$ cat config.mk
export PLATFORM = sky130hd
export DESIGN_NAME = cyp_fifo_arbiter
export DESIGN_NICKNAME = d
export VERILOG_FILES = /design/src/rtl/cyp_pkg.sv /design/src/rtl/cyp_fifo_arbiter.sv
export SDC_FILE = /design/constraint.sdc
export NUM_CORES = 1
export LEC_CHECK = 0
export CORE_ASPECT_RATIO = 0.9
export CORE_MARGIN = 5
export CORE_UTILIZATION = 39
export DETAILED_ROUTE_END_ITERATION = 6
export GPL_TIMING_DRIVEN = 0
export PLACE_DENSITY = 0.93
export SETUP_SLACK_MARGIN = 0.02
export SLEW_MARGIN = 15
export SYNTH_ARGS = -nofsm -noshare
export SYNTH_HDL_FRONTEND = slang
export SYNTH_SLANG_ARGS = --single-unit
export TNS_END_PERCENT = 5
$ cat constraint.sdc
create_clock -name cyp_clk -period 5.5 [get_ports cyp_clk]
set_clock_uncertainty 0.05 [all_clocks]
set_input_delay 1.1 -clock cyp_clk [delete_from_list [all_inputs] [get_ports cyp_clk]]
set_output_delay 1.1 -clock cyp_clk [all_outputs]
set_load 0.01 [all_outputs]
$ cat src/rtl/cyp_pkg.sv
// Shared constants for the FX2 slave-FIFO arbiter: state codes, endpoint
// codes and default burst / packet-end timing.
package cyp_pkg;

  localparam int unsigned ST_W   = 3;
  localparam int unsigned BCNT_W = 9;

  localparam logic [2:0] ST_IDLE     = 3'd0;
  localparam logic [2:0] ST_RD_ADDR  = 3'd1;
  localparam logic [2:0] ST_RD_BURST = 3'd2;
  localparam logic [2:0] ST_WR_ADDR  = 3'd3;
  localparam logic [2:0] ST_WR_BURST = 3'd4;
  localparam logic [2:0] ST_TURN     = 3'd5;

  localparam logic [1:0] EP2 = 2'b00;
  localparam logic [1:0] EP6 = 2'b10;

  localparam int unsigned MAX_BURST_DEF = 256;
  localparam int unsigned PKTEND_TO_DEF = 64;

endpackage

$ cat src/rtl/cyp_fifo_arbiter.sv
// FX2 slave-FIFO arbiter: round-robin between EP2 OUT reads (into the
// receive FIFO) and EP6 IN writes (from the transmit FIFO), with bounded
// bursts and a turnaround cycle between them.
// Optional feature: define CYP_PKTEND_EN to commit short IN packets with a
// usb_pktend pulse after PKTEND_TO idle cycles.
module cyp_fifo_arbiter
  import cyp_pkg::*;
#(
  parameter int unsigned MAX_BURST = MAX_BURST_DEF,
  parameter int unsigned PKTEND_TO = PKTEND_TO_DEF
) (
  input  logic        cyp_clk,
  input  logic        rst_n,
  input  logic        usb_flaga,
  input  logic        usb_flagc,
  input  logic [15:0] usb_fd_i,
  input  logic        rx_full,
  input  logic        tx_empty,
  input  logic [15:0] tx_rdata,
  output logic [1:0]  usb_fifoaddr,
  output logic        usb_slcs,
  output logic        usb_sloe,
  output logic        usb_slrd,
  output logic        usb_slwr,
  output logic        usb_pktend,
  output logic [15:0] usb_fd_o,
  output logic        usb_fd_oe,
  output logic        rx_wen,
  output logic [15:0] rx_wdata,
  output logic        tx_ren
);

  logic [ST_W-1:0]   state_q, state_d;
  logic [BCNT_W-1:0] bcnt_q, bcnt_d;
  logic [BCNT_W:0]   bcnt_inc;
  logic              rd_pri_q, rd_pri_d;
  logic [1:0]        fifoaddr_q, fifoaddr_d;
  logic              rd_req, wr_req;
  logic              pktend_fire;

  assign rd_req   = usb_flaga & ~rx_full;
  assign wr_req   = usb_flagc & ~tx_empty;
  assign usb_slcs = 1'b0;

`ifdef CYP_PKTEND_EN
  localparam int unsigned IDLE_W = $clog2(PKTEND_TO + 1);

  logic [IDLE_W-1:0] idle_q, idle_d;
  logic [BCNT_W-1:0] wtot_q, wtot_d;

  // Short-packet commit fires once the idle timeout is reached with words pending
  assign pktend_fire = (state_q == ST_IDLE) && (wtot_q != '0) &&
                       (idle_q == IDLE_W'(PKTEND_TO)) && tx_empty;

  // Idle timer and words-since-commit (wraps at 512: a full packet commits itself)
  always_comb begin
    idle_d = idle_q;
    wtot_d = wtot_q;
    if (pktend_fire) begin
      idle_d = '0;
      wtot_d = '0;
    end else begin
      if (state_q != ST_IDLE) begin
        idle_d = '0;
      end else if ((wtot_q != '0) && (idle_q != IDLE_W'(PKTEND_TO))) begin
        idle_d = idle_q + IDLE_W'(1);
      end
      if ((state_q == ST_WR_BURST) && wr_req) begin
        wtot_d = wtot_q + BCNT_W'(1);
      end
    end
  end

  // Packet-end bookkeeping registers
  always_ff @(posedge cyp_clk or negedge rst_n) begin
    if (!rst_n) begin
      idle_q <= '0;
      wtot_q <= '0;
    end else begin
      idle_q <= idle_d;
      wtot_q <= wtot_d;
    end
  end

  assign usb_pktend = ~pktend_fire;
`else
  assign pktend_fire = 1'b0;
  assign usb_pktend  = 1'b1;
`endif

  // State, burst count, round-robin pointer and endpoint select
  always_ff @(posedge cyp_clk or negedge rst_n) begin
    if (!rst_n) begin
      state_q    <= ST_IDLE;
      bcnt_q     <= '0;
      rd_pri_q   <= 1'b1;
      fifoaddr_q <= EP2;
    end else begin
      state_q    <= state_d;
      bcnt_q     <= bcnt_d;
      rd_pri_q   <= rd_pri_d;
      fifoaddr_q <= fifoaddr_d;
    end
  end

  // Next-state logic and strobes decoded from registered state plus live flags
  always_comb begin
    state_d      = state_q;
    bcnt_d       = bcnt_q;
    rd_pri_d     = rd_pri_q;
    fifoaddr_d   = fifoaddr_q;
    bcnt_inc     = {1'b0, bcnt_q} + (BCNT_W+1)'(1);
    usb_sloe     = 1'b1;
    usb_slrd     = 1'b1;
    usb_slwr     = 1'b1;
    usb_fd_oe    = 1'b0;
    rx_wen       = 1'b0;
    tx_ren       = 1'b0;
    usb_fd_o     = tx_rdata;
    rx_wdata     = usb_fd_i;
    usb_fifoaddr = pktend_fire ? EP6 : fifoaddr_q;

    case (state_q)
      ST_IDLE: begin
        // a commit cycle owns the bus; arbitration resumes next cycle
        if (!pktend_fire) begin
          if (rd_req && (!wr_req || rd_pri_q)) begin
            state_d    = ST_RD_ADDR;
            fifoaddr_d = EP2;
            rd_pri_d   = 1'b0;
          end else if (wr_req) begin
            state_d    = ST_WR_ADDR;
            fifoaddr_d = EP6;
            rd_pri_d   = 1'b1;
          end
        end
      end
      ST_RD_ADDR: begin
        bcnt_d  = '0;
        state_d = ST_RD_BURST;
      end
      ST_RD_BURST: begin
        usb_sloe = 1'b0;
        if (rd_req) begin
          usb_slrd = 1'b0;
          rx_wen   = 1'b1;
          bcnt_d   = bcnt_inc[BCNT_W-1:0];
          if (bcnt_inc == (BCNT_W+1)'(MAX_BURST)) begin
            state_d = ST_TURN;
          end
        end else begin
          state_d = ST_TURN;
        end
      end
      ST_WR_ADDR: begin
        bcnt_d  = '0;
        state_d = ST_WR_BURST;
      end
      ST_WR_BURST: begin
        usb_fd_oe = 1'b1;
        if (wr_req) begin
          usb_slwr = 1'b0;
          tx_ren   = 1'b1;
          bcnt_d   = bcnt_inc[BCNT_W-1:0];
          if (bcnt_inc == (BCNT_W+1)'(MAX_BURST)) begin
            state_d = ST_TURN;
          end
        end else begin
          state_d = ST_TURN;
        end
      end
      ST_TURN: begin
        state_d = ST_IDLE;
      end
      default: begin
        state_d = ST_IDLE;
      end
    endcase
  end

endmodule

==> run metrics, run 1 <==
asr flop ratio synth=100%; reg-to-reg slack, setup=roughly 3.6 ns; Post-synth EDFFs=0; CP Data Arrival Time=2.94 ns; pin count of the biggest net entering global routing=15; layout cells sized above 1=about a quarter; Pre-Repair DR Iteration Count=6; Mapped Cells=146; DP Area=1720 sq um; r2r worst-path depth=7; Initial Util=around two fifths; Seq/Total Area, Yosys=28.8%; vias=1,125; Hold Path Class=flop to flop; gr usage total=13.0%; placed insts=~230; final design area excluding fillers=1750 sq um; Yosys cell types=42; Worst Path Required=4.35 ns; pwr/cell area=between 200 and 250 nW/um^2; area of the core=3040 sq um; Hold Path Sink=usb_fifoaddr[1]; die width=69.0 microns; RR Startpoint=bcnt_q[0]; Post-CTS Resized=0; Clock Pin Slew Worst Setup and Hold Paths=0.07 ns; P&R area growth vs syn=42.8%; Hold Vio Cnt, Final=0; Yosys top cell area share=26.6%; global-route wire length before repair=4.80 mm; critical path peak fanout=8; Finish-stage setup viols=0; Worst Hold Path Cells=1; Mapped Area=1220 sq um; CP max stage delay=0.53 ns; CTS tree=built; vias in the first global route=between 1,000 and 1,500; full die area=~4400 sq um; Clock Latency Late Sink=0.28 ns; Worst setup EP type=output pin; synth top area cells=dfrtp_1 (27%), buf_4 (21%), o21ai_1 (3.7%); post-route ant nets=0; IO buf count=44; final wirelength=2.84 mm; clock sink count=14; DR iter-0 viols=62; final core occ=57.4%; WL/cell=12.0 microns; crit path kind=primary input to output pin; status=complete, no violations; reg2reg end=state_q[1]; Final min period=4.09 ns; CP cell instances=clkdlybuf4s50_1 > nor2b_1 > clkbuf_1 > nor2b_1 > nand2_1 > inv_1 > clkdlybuf4s50_1; Slew HR=around three fifths; clk root buf=clkbuf_4; DPL Wire Length=2.31 mm; period utilization=74.4%; CP max-delay cell=clkdlybuf4s50_1; max-slew violation count=0; Die H=63.1 microns; diode count=0; worst-margin pin slew=0.618 ns; achievable clock frequency=0.244 GHz; setup TNS=0 ns; row count=19; post-route DRC violation count=0; syn avg cell area=8.37 sq um; leading area contributor after synthesis=dfrtp_1; CTS buffer count=3; hold wc startpoint=usb_fifoaddr[1]; htree depth=1; IO Pins=80; flops & latches, synth=14; initial antenna violation count=0; CTS Buffer Depth=2; Ys Warns=0; Main synth FF type=dfrtp_1; max-cap viol count=0; cts hold-fix bufs=0; Peak VDD IR=122 uV; RSZ-0062 raised after global routing=false; nets@finish=236; final cell count without fillers=between 200 and 250; CP Launch Type=primary input; Overflow after GRT=0; Setup Fix Bufs, Post-CTS=0; Vias/cell=4.75; Placer Congestion=0.754; P_leak=0.803 nW
[power breakdown]
part,internal (mW),total (mW),switching [mW]
logic,0.113,0.226,0.113
clock network,0.0281,0.0593,0.0312
registers,0.127,0.143,0.0154
[through the flow]
step           hold WS (ns)  setup WS [ns]  total power [mW]
5_1_grt               0.509           1.23             0.466
2_1_floorplan         0.443           2.47             0.289
3_5_place_dp          0.440           1.43             0.370
3_3_place_gp          0.450           1.45             0.364
4_1_cts               0.473           1.42             0.431
6_report              0.469           1.41             0.428
[cell type report]
cell class / count / area, sq um
repair buffers: 44 / 440
plain buffers: 42 / 302
flip-flops and latches: 14 / 352
clock buffers: 4 / 26.3
fillers: 296 / 1300
well taps: 42 / 52.6
multi-input cells: 87 / 558
inverters: 4 / 15.0
[cell usage in the layout, fill, tap and decap left out, types with 4 or more instances in the layout]
cell type	instances
inv_1	4
o31ai_1	5
o21ai_1	9
nor2_1	6
dfrtp_1	13
buf_4	35
buf_2	4
nand2_1	12
nor2b_1	6
clkdlybuf4s50_1	44
a21oi_1	5
[cell usage after synthesis (all sizes together) (3+ instances only)]
| master | count |
|---|---|
| a21oi | 5 |
| nor2 | 6 |
| o21ai | 12 |
| a31oi | 3 |
| nor2b | 6 |
| buf | 40 |
| nor3 | 3 |
| nand3 | 3 |
| o31ai | 5 |
| nand2 | 13 |
| dfrtp | 13 |
| inv | 4 |
[worst max-delay path, delay by kind of cell]
| family | cells | cell delay (ns) |
|---|---|---|
| buffers and inverters | 4 | 1.35 |
| and+or+nand+nor | 3 | 0.49 |
[cell families (layout without fill, tap and decap cells)]
logic type / Yosys count / count (layout) / synth area share [%]
xor+xnor: 1 / 1 / 0.717
flops: 14 / 14 / 28.8
compound gates: 34 / 34 / 18.3
fa+ha+maj: 2 / 2 / 2.05
simple gates: 45 / 45 / 22.0
mux: 2 / 2 / 1.64
buf+inv: 46 / 94 / 25.9
other cells: 2 / 3 / 0.614
[flip-flops by register name (all words and copies together) (netlist names)]
register      flops
usb_fifoaddr      1
rd_pri_q          1
state_q           3
bcnt_q            9
[per-layer routing]
layer | vias to the layer above | global-route usage (%) | wire length, microns
met4 | 0 | 2.93 | 21
li1 | 567 | - | -
met5 | - | 0 | 0
met3 | 2 | 4.29 | 190
met2 | 42 | 23.8 | 1490
met1 | 514 | 14.6 | 1140
[how the worst max path moves through the flow]
stage | end | start | depth (start not counted) | slack (ns)
final | rx_wen | usb_flaga | 7 | 1.41
after global routing | rx_wen | usb_flaga | 7 | 1.23
after CTS | rx_wen | usb_flaga | 7 | 1.42
after detailed placement | rx_wen | usb_flaga | 7 | 1.43
after global placement | rx_wen | usb_flaga | 7 | 1.45
after floorplan | rx_wen | usb_flaga | 5 | 2.47
(Power assumes the default switching activity.)
==> run 2: changes to the inputs <==
--- a/config.mk
+++ b/config.mk
@@ -7,10 +7,10 @@
 export LEC_CHECK = 0
 export CORE_ASPECT_RATIO = 0.9
 export CORE_MARGIN = 5
-export CORE_UTILIZATION = 39
+export CORE_UTILIZATION = 36
 export DETAILED_ROUTE_END_ITERATION = 6
 export GPL_TIMING_DRIVEN = 0
-export PLACE_DENSITY = 0.93
+export PLACE_DENSITY = 0.87
 export SETUP_SLACK_MARGIN = 0.02
 export SLEW_MARGIN = 15
 export SYNTH_ARGS = -nofsm -noshare
==> constraint.sdc (replaced) <==
create_clock -name cyp_clk -period 4.2 [get_ports cyp_clk]
set_clock_uncertainty 0.05 [all_clocks]
set_input_delay 0.84 -clock cyp_clk [delete_from_list [all_inputs] [get_ports cyp_clk]]
set_output_delay 0.84 -clock cyp_clk [all_outputs]
set_load 0.01 [all_outputs]
==> run 2 against run 1 <==
Net effect:
- clock power grew 130%
- via count is 2.4% lower
- worst hold slack got worse by 0.021 ns
- count of clock-buffer cells in the layout unchanged
- cell area rose by 1.8%
- core utilization decreased by 4.0 points
- die area increased by 7.0%
- global-route usage down 0.69 points
- combinational power grew 31%
- critical path type unchanged
==> run metrics, run 2 (synthesis gave the netlist of run 1 again) <==
max-cap viol count=0 (unchanged); crit path kind=primary input to output pin; flip-flop count of the largest register after layout=9 (unchanged); Hold Path Class=flop to flop; IO Pins=80 (unchanged); CP Data Arrival Time=2.68 ns (-0.26 ns); cts hold-fix bufs=0 (unchanged); status=complete, no violations; CTS Buffer Depth=2 (unchanged); Die H=65.3 microns (+3.4%); Final min period=3.57 ns; clock sink count=14 (unchanged); Post-CTS Resized=0 (unchanged); critical path peak fanout=8 (unchanged); RSZ-0062 raised after global routing=false; P_leak=0.816 nW (+1.7%); global-route wire length before repair=4.64 mm (-3.3%); pin count of the biggest net entering global routing=15 (unchanged); Vias/cell=4.59 (-3.2%); Placer Congestion=0.794 (+5.3%); setup TNS=0 ns (unchanged); Slew HR=57.4% (-1.3 points); Worst setup EP type=output pin; final cell count without fillers=239 (+0.84%); Hold Vio Cnt, Final=0 (unchanged); worst-margin pin slew=0.637 ns (+0.0190 ns); period utilization=84.9%; layout cells sized above 1=27.2% (+0.51 points); Finish-stage setup viols=0 (unchanged); initial antenna violation count=0 (unchanged); Initial Util=36.7% (-3.4 points); htree depth=1 (unchanged); row count=20 (+1); die width=71.4 microns (+3.5%); DR iter-0 viols=39 (-37%); Setup Fix Bufs, Post-CTS=0 (unchanged); vias=1,098 (-2.4%); Setup WS pre-CTS=0.633 ns (-0.793 ns); area of the core=3330 sq um (+9.4%); full die area=4660 sq um (+7.0%); Clock Latency Late Sink=0.25 ns (-0.03 ns); max-slew violation count=0 (unchanged); vias in the first global route=1,056 (-5.0%); CTS tree=built; CTS buffer count=3 (unchanged); final wirelength=2.93 mm (+3.2%); Largest Register=bcnt_q; Overflow after GRT=0 (unchanged); registers with the most flip-flops=bcnt_q x9, state_q x3; most common cell after layout, fill and taps aside=clkdlybuf4s50_1; achievable clock frequency=0.280 GHz; gr usage total=12.4% (-0.69 points); clk root buf=clkbuf_8; DPL Wire Length=2.32 mm (+0.75%); Worst Path Required=3.31 ns (-1.04 ns); placed insts=235 (+0.86%); Pre-Repair DR Iteration Count=5 (-1); most frequent cells in the layout=clkdlybuf4s50_1 (44), buf_4 (35), dfrtp_1 (13); CP Launch Type=primary input; post-route ant nets=0 (unchanged); fin worst setup slack=0.633 ns (-0.774 ns); diode count=0 (unchanged); IO buf count=44 (unchanged); nets@finish=236 (unchanged); Peak VDD IR=137 uV (+12%); P&R area growth vs syn=45.3%; post-route DRC violation count=0 (unchanged); Clock Pin Slew Worst Setup and Hold Paths=0.06 ns (about the same); WL/cell=12.3 microns (+2.3%); pwr/cell area=348 nW/um^2 (+42%)
run 2: metal layers:
layer / global-route usage [%] / vias up / share of wire, %
met5: 0 / - / 0
met4: 7.04 / 0 / 2.3
met3: 1.99 / 5 / 6.5
met2: 21.4 / 34 / 51
met1: 14.3 / 497 / 40
li1: - / 562 / -
run 2: path summary, 6_finish.rpt:
path	depth (start not counted)	slack [ns]	start	to
max reg2reg	7	2.26	bcnt_q[0]	state_q[1]
min	1	0.45	usb_fifoaddr[1]	usb_fifoaddr[1]
max	7	0.63	usb_flaga	rx_wen
max in group asynchronous	1	2.76	rst_n	state_q[1]
min reg2reg	1	0.45	usb_fifoaddr[1]	usb_fifoaddr[1]
min in group asynchronous	1	0.93	rst_n	bcnt_q[0]
run 2: area by class of cell:
type	count	area, sq um
sequential	14	352
fill	308	1550
inverter	4	15.0
tap	44	55.1
multi-input combinational	87	558
buffer	42	302
timing repair buffer	44	440
clock buffer	4	55.1
run 2: power by group:
group          switching [mW]  internal, mW
Combinational           0.148         0.148
Clock                  0.0531        0.0832
Sequential             0.0194         0.167
Total                   0.220         0.399
run 2: critical path, stage by stage:
cell,delay (ns)
clkdlybuf4s50_1,0.47
nor2b_1,0.12
clkbuf_1,0.30
nor2b_1,0.27
nand2_1,0.10
inv_1,0.06
clkdlybuf4s50_1,0.52
run 2: stage by stage:
step                      total power, mW  hold slack (ns)  area [sq um]  utilization [%]
after floorplan                     0.379            0.443          1230                -
after global placement              0.476            0.439          1720             51.7
final                               0.619            0.448          1780             53.4
after detailed placement            0.486            0.440          1720             51.7
after global routing                0.658            0.491          1780             53.4
after CTS                           0.623            0.454          1780             53.4
